$ cat config.mk
export PLATFORM = sky130hd
export DESIGN_NAME = demux_tdm_1a4
export DESIGN_NICKNAME = d
export VERILOG_FILES = /design/src/rtl/demux_tdm_1a4.sv
export SDC_FILE = /design/constraint.sdc
export NUM_CORES = 1
export LEC_CHECK = 0
export ABC_CLOCK_PERIOD_IN_PS = 3770
export BUFFER_PORTS_ARGS = -buffer_cell sky130_fd_sc_hd__buf_4
export CAP_MARGIN = 0
export CORE_MARGIN = 2
export CORE_UTILIZATION = 35
export DETAILED_ROUTE_END_ITERATION = 10
export PLACE_DENSITY = 0.63
export SLEW_MARGIN = 10
export SYNTH_ARGS = -nofsm -noshare
export SYNTH_HDL_FRONTEND = slang
export SYNTH_SLANG_ARGS = --single-unit
$ cat constraint.sdc
create_clock -name clk -period 3.77 [get_ports clk]
set_clock_uncertainty 0.2 [all_clocks]
set_input_delay 0.754 -clock clk [delete_from_list [all_inputs] [get_ports clk]]
set_output_delay 0.754 -clock clk [all_outputs]
set_load 0.01 [all_outputs]
$ cat src/rtl/demux_tdm_1a4.sv
// Four-channel TDM demultiplexer: hunts for a frame-start sync, collects four
// words into shadow registers and publishes a complete frame in one edge.
module demux_tdm_1a4 #(
  parameter int ANCHO = 16
) (
  input  logic             clk,
  input  logic             rst,
  input  logic             in_valid,
  input  logic             in_sync,
  input  logic [ANCHO-1:0] in_dato,
  output logic [ANCHO-1:0] out0,
  output logic [ANCHO-1:0] out1,
  output logic [ANCHO-1:0] out2,
  output logic [ANCHO-1:0] out3,
  output logic             frame_valid,
  output logic             sync_err,
  output logic [1:0]       canal,
  output logic             enganchado
);

  typedef enum logic {BUSCAR, RECIBIR} estado_t;

  estado_t          state, state_nx;
  logic [1:0]       cnt, cnt_nx;
  logic [ANCHO-1:0] sh0, sh1, sh2;
  logic [ANCHO-1:0] sh0_nx, sh1_nx, sh2_nx;
  logic [ANCHO-1:0] out0_nx, out1_nx, out2_nx, out3_nx;
  logic             frame_valid_nx, sync_err_nx;

  // NOTE: non-blocking assignments here so every register samples the
  // pre-edge values computed by the combinational block.
  always_ff @(posedge clk) begin
    // NOTE: the shadow words are reset too, so a frame can never be built
    // from stale data left behind by an earlier lock.
    if (rst) begin
      state       <= BUSCAR;
      cnt         <= '0;
      sh0         <= '0;
      sh1         <= '0;
      sh2         <= '0;
      out0        <= '0;
      out1        <= '0;
      out2        <= '0;
      out3        <= '0;
      frame_valid <= 1'b0;
      sync_err    <= 1'b0;
    end else begin
      state       <= state_nx;
      cnt         <= cnt_nx;
      sh0         <= sh0_nx;
      sh1         <= sh1_nx;
      sh2         <= sh2_nx;
      out0        <= out0_nx;
      out1        <= out1_nx;
      out2        <= out2_nx;
      out3        <= out3_nx;
      frame_valid <= frame_valid_nx;
      sync_err    <= sync_err_nx;
    end
  end

  always_comb begin
    // NOTE: every output of this block gets a default first, so no path can
    // leave a signal unassigned and infer a latch.
    state_nx       = state;
    cnt_nx         = cnt;
    sh0_nx         = sh0;
    sh1_nx         = sh1;
    sh2_nx         = sh2;
    out0_nx        = out0;
    out1_nx        = out1;
    out2_nx        = out2;
    out3_nx        = out3;
    frame_valid_nx = 1'b0;
    sync_err_nx    = 1'b0;

    if (in_valid) begin
      unique case (state)
        BUSCAR: begin
          if (in_sync) begin
            sh0_nx   = in_dato;
            cnt_nx   = 2'd1;
            state_nx = RECIBIR;
          end
        end
        RECIBIR: begin
          if (in_sync) begin
            // A sync anywhere but channel 0 aborts the partial frame and
            // restarts collection with this word.
            sync_err_nx = (cnt != 2'd0);
            sh0_nx      = in_dato;
            cnt_nx      = 2'd1;
          end else begin
            case (cnt)
              2'd0: begin
                sync_err_nx = 1'b1;
                cnt_nx      = 2'd0;
                state_nx    = BUSCAR;
              end
              2'd1: begin
                sh1_nx = in_dato;
                cnt_nx = 2'd2;
              end
              2'd2: begin
                sh2_nx = in_dato;
                cnt_nx = 2'd3;
              end
              2'd3: begin
                out0_nx        = sh0;
                out1_nx        = sh1;
                out2_nx        = sh2;
                out3_nx        = in_dato;
                cnt_nx         = 2'd0;
                frame_valid_nx = 1'b1;
              end
            endcase
          end
        end
      endcase
    end
  end

  assign enganchado = (state == RECIBIR);
  assign canal      = enganchado ? cnt : 2'd0;

endmodule

# Word-level counts from Yosys, hierarchy flattened
# Cells that the tools add are included.
# Widths: inputs -> output; s select.
[totals]
reg_bits = 117
wordCells = 41
in_bits = 20
out_inout_bits = 69
[classes]
bitwise = 3
reduce_logical = 10
n_eq_ne = 4
mux = 13
[op_table]
columns = ["op", "count"]
rows = [
  ["$mux 16", 1],
  ["$reduce_and 4->1", 3],
  ["$mux 1", 6],
  ["$mux 2", 3],
  ["$pmux 2 s3", 1],
  ["$eq 2x2->1 const B", 2],
  ["$pmux 2 s2", 1],
  ["$reduce_and 2->1", 2],
  ["$reduce_or 4->1", 1],
  ["$not 1->1", 3],
  ["$reduce_or 3->1", 1],
  ["$eq 2x1->1 const B", 1],
  ["$logic_not 2->1", 1],
  ["$ne 2x2->1 const B", 1],
  ["$pmux 1 s2", 1],
  ["$reduce_bool 2->1", 1],
  ["$reduce_or 2->1", 1],
]

# Logic depth before layout (Yosys ltp)
# Gate-level depths: netlist (run 1).
[logic_depth]
word_depth = 5
depth_mapped = 6

# Worst setup path before layout (run 1)
# Ideal clock, no wire load.
[synth_timing]
path_type = "input port to flip-flop"
start = "in in_sync"
end = "reg sync_err"
arrival_ps = 1578
cell_stages = 5
path_slack_ps = 1914
path_buffers = 2
required_ps = 3492
path_cell_list = "buf_2 > buf_2 > inv_1 > ha_1 > nor3_1"
[synth_via]
elab_chain_len = 1
[synth_lines]
columns = ["element", "line", "source"]
rows = [
  ["start, declared", "9", "input logic in_sync,"],
  ["$mux 1", "87", "if (in_sync) begin"],
  ["end signal, assigned", "58", "sync_err <= sync_err_nx;"],
  ["end, declared", "16", "output logic sync_err,"],
]
# Every way passes these cells.
# A chain may end at the register's enable or synchronous reset.

# Worst setup path after layout (run 1)
[layout_timing]
start = "reg state (netlist: enganchado)"
end = "out canal[0]"
[layout_via]
elab_chain_len = 1
[layout_lines]
columns = ["element", "line", "source"]
rows = [
  ["start, declared", "23", "estado_t state, state_nx;"],
  ["start signal, assigned", "48", "state <= state_nx;"],
  ["$mux 2", "124", "assign canal = enganchado ? cnt : 2'd0;"],
  ["end, declared", "17", "output logic [1:0] canal,"],
]
# Every way passes these cells.

==> results of run 1 <==
==> power breakdown <==
part	switching, mW	internal (mW)
registers	0.00755	1.25
logic	0.0623	0.0576
clock network	0.530	0.945
total	0.600	2.25
==> cell usage in the layout (no fill, tap or decap) <==
master and count:
nand2_1 1, and4b_1 1, o21ai_1 1, nand4b_2 2, clkinv_2 4, nor4bb_1 2
mux2i_1 96, a21bo_1 2, clkbuf_16 17, inv_1 3, and2_1 2, nand2b_1 128
a21oi_1 17, inv_2 1, dfxtp_1 117, nor2_1 1, clkbuf_1 5, a311oi_1 1
ha_1 5, nand3_1 16, a21bo_2 14, buf_4 91, and4b_4 1, bufinv_16 1
a32o_1 1, nand4b_1 1, clkbuf_8 3, a211oi_1 1, nor3_1 1
==> sequential cells by signal (all words and copies together) (netlist names) <==
| name | count |
|---|---|
| out1 | 16 |
| frame_valid | 1 |
| sh1 | 16 |
| sync_err | 1 |
| out2 | 16 |
| enganchado | 1 |
| out0 | 16 |
| cnt | 2 |
| out3 | 16 |
| sh2 | 16 |
| sh0 | 16 |
==> cell type report <==
cell class                 count  area (µm²)
fill                        1334        7680
sequential                   117        2340
multi-input combinational    294        2290
timing repair buffer          91         683
clock buffer                  25         485
tap                          180         225
clock inverter                 5        50.0
inverter                       4        15.0
==> tightest hold or removal path: cells and delay by family (launching register included) <==
kind / cells / cell delay [ps]
multiplexers: 1 / 60
flip-flops: 1 / 300
AND/OR/NAND/NOR: 1 / 60
==> worst max path at each step <==
| stage | cells after the start | endpoint | slack, ps |
|---|---|---|---|
| 6_report | 2 | canal[0] | 1450 |
| 3_5_place_dp | 3 | out1[14] | 1100 |
| 2_1_floorplan | 5 | sync_err | 1910 |
| 5_1_grt | 2 | canal[1] | 1370 |
| 3_3_place_gp | 3 | out2[0] | 1150 |
| 4_1_cts | 2 | canal[0] | 1450 |
==> kinds of logic (layout without fill, tap and decap cells) <==
group                    after synthesis  count (layout)  synth area share [%]
AO/OA/AOI/OAI                         37              37                  5.63
adder cells (fa/ha/maj)                5               5                  1.27
buffers and inverters                 41             125                  5.78
flip-flops                           117             117                  47.7
multiplexers                          96              96                  19.6
AND/OR/NAND/NOR                      156             156                  20.1
==> layer usage <==
layer  vias to the layer above  share of wire [%]  track usage [%]
li1                       1661                  -                -
met1                      1576                 47             19.9
met2                        75                 47             23.3
met3                        12                4.7             4.51
met4                         0                1.1             5.17
met5                         -                  0                0
==> metrics by stage <==
step | power [mW] | area, µm² | cells | hold slack, ps
after floorplan | 1.36 | 4910 | 452 | 247
after global placement | 1.40 | 5550 | 686 | 261
after detailed placement | 1.40 | 5550 | 686 | 264
after CTS | 2.88 | 6090 | 716 | 273
after global routing | 2.94 | 6090 | 716 | 281
final | 2.85 | 6090 | 716 | 266
==> impl_metrics.csv, run 1 <==
group,metric,value,unit
cts,h-tree-depth,4,
sta,finalHoldViolations,0,
worst_setup_path,required,2820,ps
worst_setup_path,r2r-end,"out0[8]",
finish,layout-drive-gt1-share,25.0,%
sta,min_period_over_period,61.6,%
place,dp_slack,1100,ps
floorplanning,fp-row-count,43,
cts,ctsLongestPathBuffers,2,
logic_synthesis,yosysMostFrequentCell,"nand2b_1",
grt,antenna_found_initial,0,
sta,worst_pin_slew,946,ps
grt,grt_pass1_wl,16900,µm
pwr,cellLeakagePower,2.57,nW
min_path,whs_path_depth,2,
drt,first_pass_iters,4,
logic_synthesis,synth_cell_types,28,
finish,synthToLayoutAreaGrowth,23.9,%
finish,finalNetCount,550,
finish,diodes,0,
grt,grt_pass1_vias,3212,
logic_synthesis,yosys.area.top_type,"dfxtp_1",
worst_setup_path,r2r-start,"enganchado",
logic_synthesis,synth_top_area_share,47.7,%
pwr,power_density,468,mW/mm²
drt,drc,0,
worst_setup_path,path_class,"reg -> out",
grt,grt_max_degree,128,
worst_setup_path,cp_cell_sequence,"and2_1 -> buf_4",
drt,wl,10800,µm
logic_synthesis,syn_area,0.00491,mm²
logic_synthesis,avgSynthCellArea,10.9,µm²
logic_synthesis,synth_edf_count,0,
sta,slew_violations,0,
worst_setup_path,start_kind,"flip-flop",
worst_setup_path,rrSetupSlack,1650,ps
worst_setup_path,arrival,1370,ps
sta,period_needed,2320,ps
place,gp_congestion,0.713,
worst_setup_path,startpoint,"enganchado",
sta,tns,0,ps
drt,vias_per_cell,4.64,
finish,fin_util,44.2,%
cts,cts_tree,"yes",
logic_synthesis,ys_ff_latch,117,
worst_setup_path,path_delay_family,"flip-flops",
logic_synthesis,synth_area_leaders,"dfxtp_1 48%, mux2i_1 20%, nand2b_1 16%",
cts,post_cts_resized,0,
pwr,ir_drop,298,µV
drt,num_vias,3324,
worst_setup_path,cp_slowest_cell,"dfxtp_1",
cts,cts.clk_slew.worst_paths,50,ps
floorplanning,die_h,123,µm
worst_setup_path,cp-end-kind,"output pin",
drt,wl_per_cell,15.1,µm
cts,postCtsSetupBuffers,0,
cts,cts-buffers-inserted,17,
place,post-dp-hpwl,7170,µm
worst_setup_path,r2r_cells,2,
sta,setup_ws,1450,ps
logic_synthesis,syn_inst,452,
floorplanning,die_x,123,µm
cts,cts_hold_buffers,0,
worst_setup_path,critPathBufInv,1,
grt,globalRouteTotalUtil,15.0,%
logic_synthesis,syn_nets,477,
min_path,whs_endpoint,"out0[4]",
sta,max_freq,431,MHz
cts,clock-root-buffer,"clkbuf_16",
place,place.port_buffers,88,
floorplanning,core,0.0138,mm²
floorplanning,ios,89,
logic_synthesis,synth_warnings,0,
status,outcome,"complete, no violations",
drt,ant_nets,0,
sta,setup_violations,0,
cts,clk_latency,410,ps
sta,rsz0062_at_grt,"false",
run,cap_viol_max_count,0,
worst_setup_path,slowest_delay,590,ps
floorplanning,initial_utilization,35.7,%
floorplanning,die_area,0.0150,mm²
cts,clock_sinks,117,
logic_synthesis,ys.flop_type,"dfxtp_1",
min_path,hold_path.startpoint,"sh0[4]",
worst_setup_path,critical_path.max_fanout,14,
sta,slew_headroom,36.9,%
min_path,hold_class,"reg -> reg",
logic_synthesis,async_flop_share,0,%
grt,overflow,0,
logic_synthesis,seq_area_frac_synth,47.7,%
drt,drt-initial-drc-count,185,
logic_synthesis,synth_commonest_cells,"128 x nand2b_1, 117 x dfxtp_1, 96 x mux2i_1, 17 x a21oi_1, 16 x nand3_1",
Note: power is estimated with default switching activity, not from simulation.
==> inputs of run 2 (changes only) <==
--- a/config.mk
+++ b/config.mk
@@ -5,13 +5,14 @@
 export SDC_FILE = /design/constraint.sdc
 export NUM_CORES = 1
 export LEC_CHECK = 0
-export ABC_CLOCK_PERIOD_IN_PS = 3770
+export ABC_AREA = 1
+export ABC_CLOCK_PERIOD_IN_PS = 1950
 export BUFFER_PORTS_ARGS = -buffer_cell sky130_fd_sc_hd__buf_4
 export CAP_MARGIN = 0
 export CORE_MARGIN = 2
 export CORE_UTILIZATION = 35
 export DETAILED_ROUTE_END_ITERATION = 10
-export PLACE_DENSITY = 0.63
+export PLACE_DENSITY = 0.66
 export SLEW_MARGIN = 10
 export SYNTH_ARGS = -nofsm -noshare
 export SYNTH_HDL_FRONTEND = slang
==> constraint.sdc (replaced) <==
create_clock -name clk -period 1.95 [get_ports clk]
set_clock_uncertainty 0.2 [all_clocks]
set_input_delay 0.39 -clock clk [delete_from_list [all_inputs] [get_ports clk]]
set_output_delay 0.39 -clock clk [all_outputs]
set_load 0.01 [all_outputs]
==> run 2 against run 1 <==
Sequential power grew 93%. Count of clock-buffer cells in the layout shrank 1. Cell count grew 32%. First-iteration DRC count grew 84%. Global-route usage grew 2.1 points. Non-clock buffer count grew 7. Critical path depth grew 1. Clock power grew 120%.
==> impl_metrics.csv, run 2 <==
group,metric,value,unit
logic_synthesis,synth_commonest_cells,"194 x nor2_1, 117 x dfxtp_1, 107 x nand2_1, 100 x nand3_1, 73 x inv_1",
logic_synthesis,synth_edf_count,0,
min_path,hold_class,"in -> reg",
finish,synthToLayoutAreaGrowth,30.0,%
worst_setup_path,path_class,"reg -> out",
drt,first_pass_iters,4,
logic_synthesis,ys.flop_type,"dfxtp_1",
place,dp_slack,256,ps
sta,slew_violations,0,
worst_setup_path,r2r-start,"cnt[0]",
floorplanning,initial_utilization,36.1,%
grt,grt_pass1_vias,3949,
drt,wl_per_cell,12.5,µm
sta,slew_headroom,66.5,%
cts,cts.clk_slew.worst_paths,50,ps
logic_synthesis,syn_inst,681,
worst_setup_path,r2r_cells,7,
grt,antenna_found_initial,0,
finish,finalNetCount,783,
cts,cts_tree,"yes",
finish,diodes,0,
pwr,swShare,21.0,%
sta,rsz0062_at_grt,"false",
finish,layout-drive-gt1-share,17.4,%
drt,num_vias,4199,
grt,overflow,0,
worst_setup_path,critical_path.max_fanout,7,
finish,fillers,1374,
run,cap_viol_max_count,0,
cts,clock-root-buffer,"clkbuf_16",
cts,h-tree-depth,4,
place,place.port_buffers,88,
logic_synthesis,yosys.area.top_type,"dfxtp_1",
pwr,cellLeakagePower,2.73,nW
floorplanning,die_x,121,µm
cts,clk_latency,410,ps
sta,min_period_over_period,89.9,%
logic_synthesis,synth_area_leaders,"dfxtp_1 49%, nor2_1 15%, nand3_1 10%",
floorplanning,die_area,0.0147,mm²
finish,final_common_cell,"nor2_1",
pwr,comb_power_share,4.8,%
logic_synthesis,yosysMostFrequentCell,"nor2_1",
sta,worst_pin_slew,502,ps
floorplanning,die_h,121,µm
worst_setup_path,crit_path_end,"canal[0]",
sta,setup_ws,197,ps
cts,clock_sinks,117,
worst_setup_path,arrival,1160,ps
worst_setup_path,r2r-end,"sh2[15]",
worst_setup_path,start_kind,"flip-flop",
status,outcome,"complete, no violations",
logic_synthesis,synth_cell_types,20,
logic_synthesis,syn_area,0.00480,mm²
worst_setup_path,required,1360,ps
pwr,pwr-share-seq,40.4,%
grt,globalRouteTotalUtil,17.1,%
sta,setup_violations,0,
logic_synthesis,avgSynthCellArea,7.04,µm²
cts,ctsLongestPathBuffers,2,
pwr,p_int,4.76,mW
cts,cts-buffers-inserted,17,
floorplanning,fp-row-count,42,
worst_setup_path,rrSetupSlack,250,ps
floorplanning,ios,89,
drt,wl,11800,µm
worst_setup_path,startpoint,"enganchado",
place,post-dp-hpwl,7620,µm
pwr,pwr-share-clk,54.8,%
drt,drc,0,
pwr,power_density,966,mW/mm²
logic_synthesis,synth_warnings,0,
cts,post_cts_resized,0,
sta,period_needed,1750,ps
pwr,p_sw,1.26,mW
sta,max_freq,570,MHz
drt,vias_per_cell,4.43,
cts,postCtsSetupBuffers,0,
worst_setup_path,cp-end-kind,"output pin",
floorplanning,core,0.0133,mm²
finish,final_cell_mix,"194 x nor2_1, 117 x dfxtp_1, 107 x nand2_1",
grt,grt_max_degree,115,
place,gp_congestion,0.817,
logic_synthesis,ys_ff_latch,117,
logic_synthesis,seq_area_frac_synth,48.8,%
logic_synthesis,synth_top_area_share,48.8,%
sta,tns,0,ps
drt,drt-initial-drc-count,340,
drt,ant_nets,0,
sta,finalHoldViolations,0,
logic_synthesis,async_flop_share,0,%
logic_synthesis,syn_nets,706,
pwr,ir_drop,436,µV
grt,grt_pass1_wl,19600,µm
## run 2: cell type report
| cell class | count | area (µm²) | share of cell area, % |
|---|---|---|---|
| Clock buffer | 24 | 482 | 7.73 |
| Clock inverter | 8 | 146 | 2.35 |
| Inverter | 76 | 287 | 4.60 |
| Multi-Input combinational cell | 448 | 1940 | 31.2 |
| Sequential cell | 117 | 2340 | 37.6 |
| Tap cell | 176 | 220 | 3.53 |
| Timing Repair Buffer | 98 | 813 | 13.0 |
## run 2: cells by family after synthesis
logic type,Yosys count,synth area share (%)
compound gates,34,3.55
fa+ha+maj,5,1.30
buf+inv,116,10.7
flops,117,48.8
simple gates,409,35.6
## run 2: worst min path at each step
stage	startpoint	end	slack, ps	depth (start not counted)
floorplan	sh0[0]	sh0[0]	230	2
global placement	sh0[11]	sh0[11]	240	2
detailed placement	sh0[11]	sh0[11]	240	2
CTS	in_dato[10]	sh0[10]	60	3
global route	in_dato[2]	sh0[2]	80	3
finish	in_dato[11]	sh0[11]	70	3
## run 2: critical path: stages (launching register included)
cell,delay [ps]
dfxtp_1,480
nand2_1,100
inv_1,60
buf_4,110
## run 2: timing repair
| item | 4_1_cts | 5_1_grt |
|---|---|---|
| setup endpoints to repair | 0 | 0 |
| hold buffers | 1 | 0 |
| hold endpoints to repair | 3 | 0 |
## run 2: metrics by stage
step           util [%]  hold slack (ps)  instances  cell area, µm²  power [mW]
2_1_floorplan         -              229        681            4800        2.66
3_3_place_gp       42.1              240        914            5600        2.77
3_5_place_dp       42.1              243        914            5600        2.77
4_1_cts            46.9             56.8        947            6230        6.07
5_1_grt            46.9             79.0        947            6230        6.23
6_report           46.9             73.4        947            6230        6.02
## run 2: routing by layer
metal / up-vias / wire length, µm / track usage (%)
met5: - / 0 / 0
met4: 0 / 242 / 7.78
met3: 18 / 765 / 4.75
met2: 102 / 5030 / 24.8
met1: 1838 / 5760 / 23.5
li1: 2241 / - / -
## run 2: power groups by stage
stage	clock network, mW	registers, mW	logic [mW]
finish	3.30	2.43	0.289
global route	3.47	2.44	0.329
CTS	3.35	2.43	0.291
detailed placement	0	2.48	0.288
global placement	0	2.48	0.288
floorplan	0	2.48	0.179
==> inputs of run 3 (changes only) <==
--- a/config.mk
+++ b/config.mk
@@ -6,13 +6,14 @@
 export NUM_CORES = 1
 export LEC_CHECK = 0
 export ABC_AREA = 1
-export ABC_CLOCK_PERIOD_IN_PS = 1950
+export ABC_CLOCK_PERIOD_IN_PS = 2000
 export BUFFER_PORTS_ARGS = -buffer_cell sky130_fd_sc_hd__buf_4
 export CAP_MARGIN = 0
-export CORE_MARGIN = 2
+export CORE_MARGIN = 3
 export CORE_UTILIZATION = 35
 export DETAILED_ROUTE_END_ITERATION = 10
-export PLACE_DENSITY = 0.66
+export PLACE_DENSITY = 0.64
+export SETUP_SLACK_MARGIN = 0.15
 export SLEW_MARGIN = 10
 export SYNTH_ARGS = -nofsm -noshare
 export SYNTH_HDL_FRONTEND = slang
==> constraint.sdc (replaced) <==
create_clock -name clk -period 2 [get_ports clk]
set_clock_uncertainty 0.2 [all_clocks]
set_input_delay 0.4 -clock clk [delete_from_list [all_inputs] [get_ports clk]]
set_output_delay 0.4 -clock clk [all_outputs]
set_load 0.01 [all_outputs]
==> run 3 against run 2 <==
Global-route usage is 0.74 points lower. Clock power is 11% lower. Cell count stayed put. Die area is 3.3% higher. Largest cell class unchanged. Sequential cell count stayed put. Sequential power is 2% lower. Via count is 1.7% higher. Count of clock-buffer cells in the layout is 1 lower. Non-clock buffer count is 1 higher. Final area is 1.1% lower. Core utilization is 0.69 points lower.
==> impl_metrics.csv, run 3 (synthesis results as in run 2) <==
group,metric,value,unit
status,outcome,"complete, no violations",
worst_setup_path,r2r-start,"cnt[0]",
sta,tns,0,ps
finish,final_cell_mix,"194 x nor2_1, 117 x dfxtp_1, 107 x nand2_1",
finish,layout-drive-gt1-share,17.5,%
sta,finalHoldViolations,0,
pwr,power_density,906,mW/mm²
finish,final_common_cell,"nor2_1",
grt,globalRouteTotalUtil,16.4,%
drt,wl_per_cell,12.3,µm
cts,clock-root-buffer,"clkbuf_16",
place,post-dp-hpwl,7710,µm
sta,setup_violations,0,
floorplanning,ios,89,
grt,overflow,0,
run,cap_viol_max_count,0,
cts,clock_sinks,117,
pwr,ir_drop,473,µV
worst_setup_path,cp_slowest_cell,"dfxtp_1",
worst_setup_path,critical_path.max_fanout,7,
place,place.port_buffers,88,
sta,max_freq,571,MHz
finish,diodes,0,
worst_setup_path,path_delay_family,"flip-flops",
cts,cts-buffers-inserted,17,
floorplanning,initial_utilization,35.9,%
worst_setup_path,startpoint,"enganchado",
worst_setup_path,start_kind,"flip-flop",
drt,drc,0,
worst_setup_path,cp_cell_sequence,"nand2_1 -> inv_1 -> buf_4",
drt,ant_nets,0,
finish,finalNetCount,784,
sta,period_needed,1750,ps
worst_setup_path,critPathBufInv,2,
drt,vias_per_cell,4.51,
worst_setup_path,path_class,"reg -> out",
drt,first_pass_iters,6,
worst_setup_path,r2r_cells,7,
min_path,hold_path.startpoint,"in_dato[0]",
floorplanning,fp-row-count,42,
finish,synthToLayoutAreaGrowth,28.6,%
sta,worst_pin_slew,478,ps
floorplanning,die_area,0.0151,mm²
worst_setup_path,cp_num_cells,3,
min_path,hold_class,"in -> reg",
cts,cts_tree,"yes",
sta,rsz0062_at_grt,"false",
sta,min_period_over_period,87.6,%
worst_setup_path,rrSetupSlack,330,ps
sta,slew_headroom,68.1,%
worst_setup_path,cp-end-kind,"output pin",
grt,grt_pass1_vias,4061,
grt,grt_max_degree,72,
cts,ctsLongestPathBuffers,2,
drt,wl,11700,µm
worst_setup_path,arrival,1150,ps
grt,antenna_found_initial,0,
floorplanning,core,0.0133,mm²
pwr,finalPower,5.59,mW
worst_setup_path,slowest_delay,480,ps
cts,post_cts_resized,0,
sta,slew_violations,0,
worst_setup_path,required,1400,ps
worst_setup_path,crit_path_end,"canal[0]",
floorplanning,die_x,123,µm
pwr,cellLeakagePower,2.70,nW
floorplanning,die_h,123,µm
grt,grt_pass1_wl,19600,µm
cts,clk_latency,410,ps
cts,cts.clk_slew.worst_paths,50,ps
drt,num_vias,4270,
place,gp_congestion,0.803,
cts,h-tree-depth,4,
worst_setup_path,r2r-end,"sh2[7]",
drt,drt-initial-drc-count,317,
-- run 3: cell count changes in the layout (fill, tap and decap cells not counted), sizes merged --
cell	previous run	this run
buf	97	98
bufinv	4	2
clkbuf	24	23
clkinv	4	6
-- run 3: worst min path at each step --
stage / end / cells past startpoint / slack, ps
after global routing: sh0[10] / 3 / 90
after CTS: sh0[0] / 3 / 70
final: sh0[0] / 3 / 90
after global placement: sh0[2] / 2 / 240
after detailed placement: sh0[14] / 2 / 240
after floorplan: sh0[0] / 2 / 230
-- run 3: worst reg2reg max path, delay by kind of cell, from the launching register on --
family / cells / cell delay, ps
buffers and inverters: 2 / 490
AND/OR/NAND/NOR: 4 / 370
adder cells (fa/ha/maj): 1 / 170
flip-flops: 1 / 340
-- run 3: final cells by class --
type                    instances  area (µm²)
inverters                      76         287
flip-flops and latches        117        2340
multi-input cells             448        1940
repair buffers                 99         796
clock buffers                  23         478
fillers                      1384        7180
well taps                     176         220
clock inverters                 8         100
-- run 3: repair_timing --
item                                   in CTS  in global routing
setup endpoints to repair                   0                  0
hold buffers                                1                  0
endpoints found under the hold margin       3                  0
buffers inserted                            0                  0
-- run 3: power breakdown --
group / internal [mW] / switching (mW) / total (mW)
clock: 1.92 / 1.02 / 2.94
combinational: 0.0936 / 0.183 / 0.276
sequential: 2.36 / 0.0121 / 2.37
total: 4.38 / 1.21 / 5.59
-- run 3: per-stage QoR --
step | area (µm²) | instances | setup slack [ps] | hold WS [ps] | utilization (%)
finish | 6170 | 947 | 248 | 86.6 | 46.2
global route | 6170 | 947 | 154 | 90.6 | 46.2
CTS | 6170 | 947 | 239 | 74.2 | 46.2
detailed placement | 5580 | 915 | 348 | 245 | 41.8
global placement | 5580 | 915 | 353 | 239 | 41.8
floorplan | 4800 | 681 | 472 | 229 | -
-- run 3: per-layer routing --
metal  wire length, µm  vias to the layer above  share of wire, %  GRT usage, %
met4                81                        0              0.69          4.78
met3               840                        7               7.2          6.27
met5                 0                        -                 0             0
met1              5520                     1897                47          21.4
met2              5220                      122                45          25.2
li1                  -                     2244                 -             -
